`config.mk`:
```
export PLATFORM = sky130hd
export DESIGN_NAME = hyperbus_trans_responder_flat
export DESIGN_NICKNAME = d
export VERILOG_FILES = /design/src/rtl/hyperbus_trans_responder_if.sv /design/src/rtl/hyperbus_trans_responder.sv /design/src/flat_wrapper.sv
export SDC_FILE = /design/constraint.sdc
export NUM_CORES = 2
export LEC_CHECK = 0
export BUFFER_PORTS_ARGS = -buffer_cell sky130_fd_sc_hd__buf_2
export CORE_MARGIN = 2
export CORE_UTILIZATION = 57
export CTS_CLUSTER_SIZE = 10
export DETAILED_ROUTE_END_ITERATION = 8
export GPL_ROUTABILITY_DRIVEN = 0
export PLACE_DENSITY = 0.76
export SLEW_MARGIN = 20
export SYNTH_ARGS = -nofsm -noshare
export SYNTH_HDL_FRONTEND = slang
export SYNTH_SLANG_ARGS = --single-unit
export TNS_END_PERCENT = 1
```
`constraint.sdc`:
```
create_clock -name clk_i -period 3.39 [get_ports clk_i]
set_input_delay 0.678 -clock clk_i [delete_from_list [all_inputs] [get_ports clk_i]]
set_output_delay 0.678 -clock clk_i [all_outputs]
set_load 0.1 [all_outputs]
```
`src/rtl/hyperbus_trans_responder_if.sv`:
```
// Transaction, write-beat, read-beat and write-response signals of the
// HyperBus transaction responder. The master drives requests and write data;
// the slave (the responder) returns read data and write responses.
interface hyperbus_trans_responder_if #(
    parameter int unsigned BURST_WIDTH = 12,
    parameter int unsigned NR_CS       = 2
) ();
    logic                   trans_valid_i;
    logic                   trans_ready_o;
    logic [31:0]            trans_address_i;
    logic [NR_CS-1:0]       trans_cs_i;
    logic                   trans_write_i;
    logic [BURST_WIDTH-1:0] trans_burst_i;
    logic                   trans_burst_type_i;
    logic                   trans_address_space_i;
    logic [15:0]            tx_data_i;
    logic [1:0]             tx_strb_i;
    logic                   tx_valid_i;
    logic                   tx_ready_o;
    logic [15:0]            rx_data_o;
    logic                   rx_last_o;
    logic                   rx_error_o;
    logic                   rx_valid_o;
    logic                   rx_ready_i;
    logic                   b_last_o;
    logic                   b_error_o;

    modport master (
        output trans_valid_i, trans_address_i, trans_cs_i, trans_write_i,
               trans_burst_i, trans_burst_type_i, trans_address_space_i,
               tx_data_i, tx_strb_i, tx_valid_i, rx_ready_i,
        input  trans_ready_o, tx_ready_o, rx_data_o, rx_last_o, rx_error_o,
               rx_valid_o, b_last_o, b_error_o
    );

    modport slave (
        input  trans_valid_i, trans_address_i, trans_cs_i, trans_write_i,
               trans_burst_i, trans_burst_type_i, trans_address_space_i,
               tx_data_i, tx_strb_i, tx_valid_i, rx_ready_i,
        output trans_ready_o, tx_ready_o, rx_data_o, rx_last_o, rx_error_o,
               rx_valid_o, b_last_o, b_error_o
    );
endinterface

```
`src/rtl/hyperbus_trans_responder.sv`:
```
// HyperBus transaction responder: a word-addressed 16-bit memory model that
// accepts burst transactions, consumes write beats with byte strobes, returns
// read beats after a fixed latency, and answers malformed requests with
// error beats / error write responses.
module hyperbus_trans_responder #(
    parameter int unsigned BURST_WIDTH = 12,
    parameter int unsigned NR_CS       = 2,
    parameter int unsigned MEM_AW      = 8,
    parameter int unsigned RD_LATENCY  = 2
) (
    input logic                      clk_i,
    input logic                      rst_ni,
    hyperbus_trans_responder_if.slave bus
);

    typedef enum logic [2:0] {
        IDLE,
        LAT,
        WR,
        WRESP,
        RD,
        ERR_WR,
        ERR_RD
    } state_e;

    state_e                 state_q, state_d;
    logic [MEM_AW-1:0]      idx_q, idx_d, idx_next;
    logic [BURST_WIDTH-1:0] cnt_q, cnt_d;
    logic [3:0]             lat_q, lat_d;
    logic                   linear_q, linear_d;
    logic [1:0]             mem_we;
    logic [15:0]            mem_rdata;
    logic                   req_err;
    logic                   last_beat;
    logic                   unused_addr_lsb;

    logic [15:0] mem [2**MEM_AW];

    // Bit 0 of the byte address selects a byte inside a word and is not used.
    assign unused_addr_lsb = bus.trans_address_i[0];

    assign mem_rdata = mem[idx_q];
    assign last_beat = (cnt_q == BURST_WIDTH'(1));

    // Malformed request: register space, address beyond memory, bad chip select, empty burst.
    always_comb begin
        req_err = bus.trans_address_space_i
                | (bus.trans_address_i[31:MEM_AW+1] != '0)
                | !$onehot(bus.trans_cs_i)
                | (bus.trans_burst_i == '0);
    end

    // Next word index: linear wraps the whole memory, wrapped stays in its 16-word group.
    always_comb begin
        if (linear_q) begin
            idx_next = idx_q + 1'b1;
        end else begin
            idx_next = {idx_q[MEM_AW-1:4], idx_q[3:0] + 4'd1};
        end
    end

    // Next-state, datapath updates and all handshake outputs.
    always_comb begin
        state_d   = state_q;
        idx_d     = idx_q;
        cnt_d     = cnt_q;
        lat_d     = lat_q;
        linear_d  = linear_q;
        mem_we    = '0;

        bus.trans_ready_o = 1'b0;
        bus.tx_ready_o    = 1'b0;
        bus.rx_valid_o    = 1'b0;
        bus.rx_data_o     = '0;
        bus.rx_last_o     = 1'b0;
        bus.rx_error_o    = 1'b0;
        bus.b_last_o      = 1'b0;
        bus.b_error_o     = 1'b0;

        case (state_q)
            IDLE: begin
                bus.trans_ready_o = 1'b1;
                if (bus.trans_valid_i) begin
                    idx_d    = bus.trans_address_i[MEM_AW:1];
                    cnt_d    = bus.trans_burst_i;
                    lat_d    = '0;
                    linear_d = bus.trans_burst_type_i;
                    if (bus.trans_write_i) begin
                        state_d = req_err ? ERR_WR : WR;
                    end else if (req_err) begin
                        state_d = ERR_RD;
                        // An empty erroneous read still returns one error beat.
                        if (bus.trans_burst_i == '0) begin
                            cnt_d = BURST_WIDTH'(1);
                        end
                    end else begin
                        state_d = LAT;
                    end
                end
            end

            LAT: begin
                if (lat_q == 4'(RD_LATENCY - 1)) begin
                    state_d = RD;
                end else begin
                    lat_d = lat_q + 4'd1;
                end
            end

            WR: begin
                bus.tx_ready_o = 1'b1;
                if (bus.tx_valid_i) begin
                    mem_we = ~bus.tx_strb_i;
                    cnt_d  = cnt_q - 1'b1;
                    idx_d  = idx_next;
                    if (last_beat) begin
                        state_d = WRESP;
                    end
                end
            end

            WRESP: begin
                bus.b_last_o = 1'b1;
                state_d      = IDLE;
            end

            // The counter reaching zero (or starting at zero) triggers the error response.
            ERR_WR: begin
                if (cnt_q == '0) begin
                    bus.b_last_o  = 1'b1;
                    bus.b_error_o = 1'b1;
                    state_d       = IDLE;
                end else begin
                    bus.tx_ready_o = 1'b1;
                    if (bus.tx_valid_i) begin
                        cnt_d = cnt_q - 1'b1;
                    end
                end
            end

            RD: begin
                bus.rx_valid_o = 1'b1;
                bus.rx_data_o  = mem_rdata;
                bus.rx_last_o  = last_beat;
                if (bus.rx_ready_i) begin
                    if (last_beat) begin
                        state_d = IDLE;
                    end else begin
                        cnt_d = cnt_q - 1'b1;
                        idx_d = idx_next;
                    end
                end
            end

            ERR_RD: begin
                bus.rx_valid_o = 1'b1;
                bus.rx_error_o = 1'b1;
                bus.rx_last_o  = last_beat;
                if (bus.rx_ready_i) begin
                    if (last_beat) begin
                        state_d = IDLE;
                    end else begin
                        cnt_d = cnt_q - 1'b1;
                    end
                end
            end

            default: state_d = IDLE;
        endcase
    end

    // State and transaction context registers, asynchronously cleared.
    always_ff @(posedge clk_i or negedge rst_ni) begin
        if (!rst_ni) begin
            state_q  <= IDLE;
            idx_q    <= '0;
            cnt_q    <= '0;
            lat_q    <= '0;
            linear_q <= 1'b0;
        end else begin
            state_q  <= state_d;
            idx_q    <= idx_d;
            cnt_q    <= cnt_d;
            lat_q    <= lat_d;
            linear_q <= linear_d;
        end
    end

    // Byte-masked memory write; contents survive reset.
    always_ff @(posedge clk_i) begin
        if (mem_we[0]) begin
            mem[idx_q][7:0] <= bus.tx_data_i[7:0];
        end
        if (mem_we[1]) begin
            mem[idx_q][15:8] <= bus.tx_data_i[15:8];
        end
    end

endmodule

```
`src/flat_wrapper.sv`:
```
// flat-port wrapper written by rule: the top's interface ports become plain ports
module hyperbus_trans_responder_flat 
#(
    parameter int unsigned BURST_WIDTH = 12,
    parameter int unsigned NR_CS       = 2,
    parameter int unsigned MEM_AW      = 8,
    parameter int unsigned RD_LATENCY  = 2
)
  (clk_i, rst_ni, bus_trans_valid_i, bus_trans_address_i, bus_trans_cs_i, bus_trans_write_i, bus_trans_burst_i, bus_trans_burst_type_i, bus_trans_address_space_i, bus_tx_data_i, bus_tx_strb_i, bus_tx_valid_i, bus_rx_ready_i, bus_trans_ready_o, bus_tx_ready_o, bus_rx_data_o, bus_rx_last_o, bus_rx_error_o, bus_rx_valid_o, bus_b_last_o, bus_b_error_o);
  hyperbus_trans_responder_if #(.BURST_WIDTH(BURST_WIDTH), .NR_CS(NR_CS)) bus_i ();
  input logic clk_i;
  input logic rst_ni;
  input wire logic [$bits(bus_i.trans_valid_i)-1:0] bus_trans_valid_i;
  input wire logic [$bits(bus_i.trans_address_i)-1:0] bus_trans_address_i;
  input wire logic [$bits(bus_i.trans_cs_i)-1:0] bus_trans_cs_i;
  input wire logic [$bits(bus_i.trans_write_i)-1:0] bus_trans_write_i;
  input wire logic [$bits(bus_i.trans_burst_i)-1:0] bus_trans_burst_i;
  input wire logic [$bits(bus_i.trans_burst_type_i)-1:0] bus_trans_burst_type_i;
  input wire logic [$bits(bus_i.trans_address_space_i)-1:0] bus_trans_address_space_i;
  input wire logic [$bits(bus_i.tx_data_i)-1:0] bus_tx_data_i;
  input wire logic [$bits(bus_i.tx_strb_i)-1:0] bus_tx_strb_i;
  input wire logic [$bits(bus_i.tx_valid_i)-1:0] bus_tx_valid_i;
  input wire logic [$bits(bus_i.rx_ready_i)-1:0] bus_rx_ready_i;
  output wire logic [$bits(bus_i.trans_ready_o)-1:0] bus_trans_ready_o;
  output wire logic [$bits(bus_i.tx_ready_o)-1:0] bus_tx_ready_o;
  output wire logic [$bits(bus_i.rx_data_o)-1:0] bus_rx_data_o;
  output wire logic [$bits(bus_i.rx_last_o)-1:0] bus_rx_last_o;
  output wire logic [$bits(bus_i.rx_error_o)-1:0] bus_rx_error_o;
  output wire logic [$bits(bus_i.rx_valid_o)-1:0] bus_rx_valid_o;
  output wire logic [$bits(bus_i.b_last_o)-1:0] bus_b_last_o;
  output wire logic [$bits(bus_i.b_error_o)-1:0] bus_b_error_o;
  assign bus_i.trans_valid_i = bus_trans_valid_i;
  assign bus_i.trans_address_i = bus_trans_address_i;
  assign bus_i.trans_cs_i = bus_trans_cs_i;
  assign bus_i.trans_write_i = bus_trans_write_i;
  assign bus_i.trans_burst_i = bus_trans_burst_i;
  assign bus_i.trans_burst_type_i = bus_trans_burst_type_i;
  assign bus_i.trans_address_space_i = bus_trans_address_space_i;
  assign bus_i.tx_data_i = bus_tx_data_i;
  assign bus_i.tx_strb_i = bus_tx_strb_i;
  assign bus_i.tx_valid_i = bus_tx_valid_i;
  assign bus_i.rx_ready_i = bus_rx_ready_i;
  assign bus_trans_ready_o = bus_i.trans_ready_o;
  assign bus_tx_ready_o = bus_i.tx_ready_o;
  assign bus_rx_data_o = bus_i.rx_data_o;
  assign bus_rx_last_o = bus_i.rx_last_o;
  assign bus_rx_error_o = bus_i.rx_error_o;
  assign bus_rx_valid_o = bus_i.rx_valid_o;
  assign bus_b_last_o = bus_i.b_last_o;
  assign bus_b_error_o = bus_i.b_error_o;
  hyperbus_trans_responder #(.BURST_WIDTH(BURST_WIDTH), .NR_CS(NR_CS), .MEM_AW(MEM_AW), .RD_LATENCY(RD_LATENCY)) u_core (.clk_i(clk_i), .rst_ni(rst_ni), .bus(bus_i));
endmodule
```
==> Word level (Yosys, flattened, before mapping) <==
Memories as Yosys holds them, arrays and structs flattened.
Index checks and enable logic that the tools add are counted.
{ "totals": {"n_memories": 1, "register_bits": 28, "in_bits": 72, "word_cells": 95, "output_inout_bits": 23, "mem_bits_rw": 4096} }
{ "mem_list": {"columns": ["memory", "depth", "width", "rd", "rd_ports_with_merged_regs", "wr", "line", "rtl"], "rows": [
  ["u_core.mem", 256, 16, 1, 0, 1, "hyperbus_trans_responder.sv:37", "logic [15:0] mem [2**MEM_AW];"]
]} }
{ "classes": {"muxes": 45, "eq_ne": 21, "reduce_logical": 14, "n_addsub": 5, "n_bitwise": 4} }
{ "ops": {"columns": ["op", "count"], "rows": [
  ["$mux W12", 8],
  ["$pmux W12 S4", 1],
  ["$mux W8", 5],
  ["$mux W3", 10],
  ["$logic_not A12 Y1", 2],
  ["$pmux W8 S3", 1],
  ["$reduce_bool A23 Y1", 1],
  ["$mux W16", 1],
  ["$pmux W3 S5", 1],
  ["$ne A2 B2 Y1 const B", 7],
  ["$eq A12 B1 Y1 const B", 1],
  ["$sub A12 B1 Y12 const B", 1],
  ["$mux W1", 11],
  ["$ne A2 B1 Y1 const B", 5],
  ["$reduce_and A5 Y1", 2],
  ["$eq A3 B3 Y1 const B", 3],
  ["$add A4 B1 Y4 const B", 2],
  ["$add A8 B1 Y8 const B", 1],
  ["$mux W4", 2],
  ["$pmux W4 S2", 1],
  ["$reduce_and A7 Y1", 1],
  ["$eq A3 B2 Y1 const B", 2],
  ["$eq A4 B1 Y1 const B", 1],
  ["$mux W2", 2],
  ["other kinds (14)", 17]
]} }

==> Longest topological paths before layout <==
{ "logic_depth": {"ltp_word": 9, "depth_mapped": 13, "depth_no_buf": 7} }

==> Worst setup path before layout <==
No wires, ideal clock.
{ "synth_timing": {"path_kind": "register to output", "from": "register u_core.idx_q[0]", "to": "output bus_rx_data_o[10]", "t_required_ns": 2.712, "arrival_time_ns": 3.721, "path_buffers": 7, "path_stages_with_launch": 14, "path_slack_ns": -1.009, "cell_sequence": "dfrtp_1 > buf_6 > buf_8 > buf_8 > buf_6 > buf_4 > buf_2 > nor2b_1 > buf_2 > a22oi_1 > a22oi_1 > o2111ai_1 > nor4b_1 > o2bb2ai_1"} }
{ "synth_via": {"elab_chain_cells": 2} }
{ "synth_lines": {"columns": ["item", "line", "rtl"], "rows": [
  ["start: declaration", "hyperbus_trans_responder.sv:27", "logic [MEM_AW-1:0] idx_q, idx_d, idx_next;"],
  ["start signal: assignment", "hyperbus_trans_responder.sv:182", "idx_q <= idx_d;"],
  ["$mem_v2 Z256 W16", null, null],
  ["$mux W16", "hyperbus_trans_responder.sv:80", "case (state_q)"],
  ["end: declaration", "flat_wrapper.sv:26", "output wire logic [$bits(bus_i.rx_data_o)-1:0] bus_rx_data_o;"]
]} }
Every way passes these cells.

==> Final worst setup path <==
{ "layout_timing": {"from": "register u_core.idx_q[0]", "to": "output bus_rx_data_o[13]"} }
The elaborated chain is that of the path after synthesis.

==> run_results.csv <==
group,metric,value,unit
timing,worst_slack,-1.848,ns
layout,layout-drive-gt1-share,0.3369,
hold_path,min_path_type,"input pin to flop",
global_routing,grt_util_all_layers,0.2977,
clock_tree,clk_pin_slew,0.06,ns
routing,vias_per_cell,6.853,
timing,slew_headroom,0.2131,
timing,hold_violations,0,
layout,final_cell_mix,"edfxtp_1, buf_4, mux4_2",
synthesis,synth_area_per_cell,21.17,um^2
timing,rsz0062_at_grt,"true",
synthesis,synth_top_cell_by_area,"edfxtp_1",
timing,slew_viol_final,0,
layout,final_common_cell,"edfxtp_1",
die,chipWidth,533.1,um
routing,dr.pass1.iters,8,
critical_path,endpoint_kind,"output port",
placement,portBuffers,93,
global_routing,grt-ovfl-total,0,
layout,fin_util,0.6762,
routing,drtIter0Drc,12980,
global_routing,grt_pass1_vias,87800,
synthesis,synth-async-reset-ratio,0.006790,
timing,fin_crit_sh,1.545,
global_routing,grt_pass1_wl,613.0,mm
clock_tree,cts_buffers,457,
power,peakVddDrop,490.6,uV
synthesis,synth_cells,7537,
synthesis,seq_area_frac_synth,0.7752,
synthesis,ys_top_cells_by_area,"edfxtp_1, mux4_2, nor2_1",
placement,dp_hpwl,260.3,mm
clock_tree,clockRootBuffer,"clkbuf_16",
power,powerDensity,783.8,mW/mm^2
routing,wl_per_cell,34.08,um
die,fp.dieH,533.1,um
synthesis,ys_ff_latch,4124,
status,violations,"negative setup slack",
die,core_area,0.2789,mm^2
layout,nets,8941,
timing,period_needed,5.238,ns
routing,drt_wl_total,431.9,mm
critical_path,worst-path-max-fanout,10,
global_routing,grt_max_degree,130,
synthesis,synth.distinct_cells,73,
synthesis,synth-edff-count,4096,
global_routing,antenna_found_initial,22,
timing,tightest_slew,1.180,ns
routing,drc_errors,0,
critical_path,critPathRequiredTime,2.71,ns
synthesis,netlist.area_leader.share,0.7708,
die,start_util,0.5722,
die,dieArea,0.2842,mm^2
clock_tree,htreeDepth,5,
clock_tree,clk_latency,0.96,ns
status,status,"finished with violations",
synthesis,syn_area,0.1596,mm^2
clock_tree,cts_tree,"done",
critical_path,startpoint_type,"flop",
routing,ant_nets,0,
critical_path,arrival,4.56,ns
synthesis,yosys_warnings,0,
timing,setup_violations,84,
die,rows,194,
synthesis,synth_flop_cell,"edfxtp_1",
synthesis,syn-num-nets,7618,
critical_path,critical_path_class,"flop to output port",
timing,holdWs,0.08378,ns
run,maxCapViolations,0,
power,power_leakage,0.06041,uW
timing,fmax,0.1909,GHz
timing,clock_skew,0.05043,ns
timing,setup_tns,-29.18,ns
die,pin_count,95,
routing,vias,86860,
layout,area_growth,18.19,%
clock_tree,cts_sinks,4124,
clock_tree,cts_buffer_depth,4,
worst paths after layout:
check | from | endpoint | slack (ns) | cells after the start
worst max-delay path | u_core.idx_q[0] | bus_rx_data_o[13] | -1.85 | 11
worst min register to register | u_core.cnt_q[1] | u_core.cnt_q[1] | 0.54 | 2
worst max register to register | u_core.idx_q[3] | u_core.mem[9][15] | -0.08 | 7
max in group asynchronous | rst_ni | u_core.idx_q[3] | 2.44 | 2
worst min-delay path | bus_trans_burst_i[1] | u_core.cnt_q[1] | 0.08 | 3
min in group asynchronous | rst_ni | u_core.idx_q[0] | 0.37 | 2
power breakdown:
part,switching [uW],leakage (uW),internal [uW]
logic,26700,0.0173,21800
registers,267,0.0371,56300
clock network,18400,0.00594,24300
total,45400,0.0604,102000
kinds of logic (layout without fill, tap and decap cells):
logic type / after synthesis / count (layout) / synth area share
buf+inv: 501 / 1911 / 0.01471
compound gates: 714 / 714 / 0.03282
flops: 4124 / 4124 / 0.7752
other cells: 0 / 3 / 0
mux: 1154 / 1154 / 0.1459
xor+xnor: 3 / 3 / 0.0001647
simple gates: 1032 / 1032 / 0.03051
fa+ha+maj: 9 / 9 / 0.0007057
critical path, cell delays in order, from the launching register on:
cell and delay (ns):
dfrtp_4 0.43, buf_12 0.16, buf_16 0.18, buf_16 0.19, buf_16 0.17, buf_4 0.16, mux4_2 0.56, a221oi_4 0.42
a31oi_4 0.21, or4b_4 0.63, o2bb2ai_4 0.27, buf_12 0.22
synth_stat cells, types with 5 or more instances:
cell type / number
nand4_1: 28
a32oi_1: 16
o2bb2ai_1: 16
a21oi_1: 91
nor3_1: 28
or4b_1: 15
clkbuf_1: 272
mux2_2: 26
o21ai_0: 49
mux4_2: 935
nor2_1: 567
dfrtp_1: 28
nor4_1: 13
mux2i_1: 193
o221ai_1: 17
ha_1: 9
a221oi_2: 15
buf_2: 121
and4_1: 15
a22oi_1: 257
o2111ai_1: 15
a221oi_1: 49
and3_1: 6
o22ai_1: 32
edfxtp_1: 4096
and2_1: 6
a22o_1: 63
nor2b_1: 13
nor4b_1: 15
nand2b_1: 12
and4b_1: 16
nand2_1: 72
inv_1: 13
buf_6: 22
a31oi_1: 66
nand3b_1: 19
buf_1: 37
or2_2: 5
nand3_1: 180
buf_4: 31
cell type report:
type                    instances  area [um^2]
diodes                          3        7.507
clock buffers                 522        11830
clock inverters                24        357.8
fillers                     16080        90300
inverters                      15        60.06
multi-input cells            2912        34790
flip-flops and latches       4124       123700
well taps                    3724         4659
repair buffers               1350        13180
state kept, by name (all words and copies together) (netlist names):
signal,count
u_core.mem,4096
u_core.cnt_q,12
u_core.idx_q,8
u_core.lat_q,4
u_core.state_q,3
u_core.linear_q,1
metal layers:
layer,share of wire,wire length (um),GRT usage
met1,0.35,149900,0.4003
met2,0.48,207100,0.4689
met3,0.12,50060,0.06410
met4,0.057,24740,0.1457
met5,0.00033,143,0
stage by stage:
| stage | setup WS [ns] | total power [uW] | instance area (um^2) | instances |
|---|---|---|---|---|
| 2_1_floorplan | -0.3035 | 82410 | 160000 | 7537 |
| 3_3_place_gp | -1.271 | 100500 | 174200 | 12050 |
| 3_5_place_dp | -1.263 | 101200 | 174200 | 12050 |
| 4_1_cts | -1.700 | 145500 | 187600 | 12620 |
| 5_1_grt | -1.814 | 151100 | 188600 | 12670 |
| 6_report | -1.848 | 147800 | 188600 | 12670 |
timing repair:
action	CTS	global route
endpoints found under the hold margin	29	0
endpoints found under the setup margin	264	221
gates cloned	10	5
pin swaps	14	29
gates resized for setup	173	86
hold buffers	2	0
setup buffers	10	51
(Power assumes the default switching activity.)
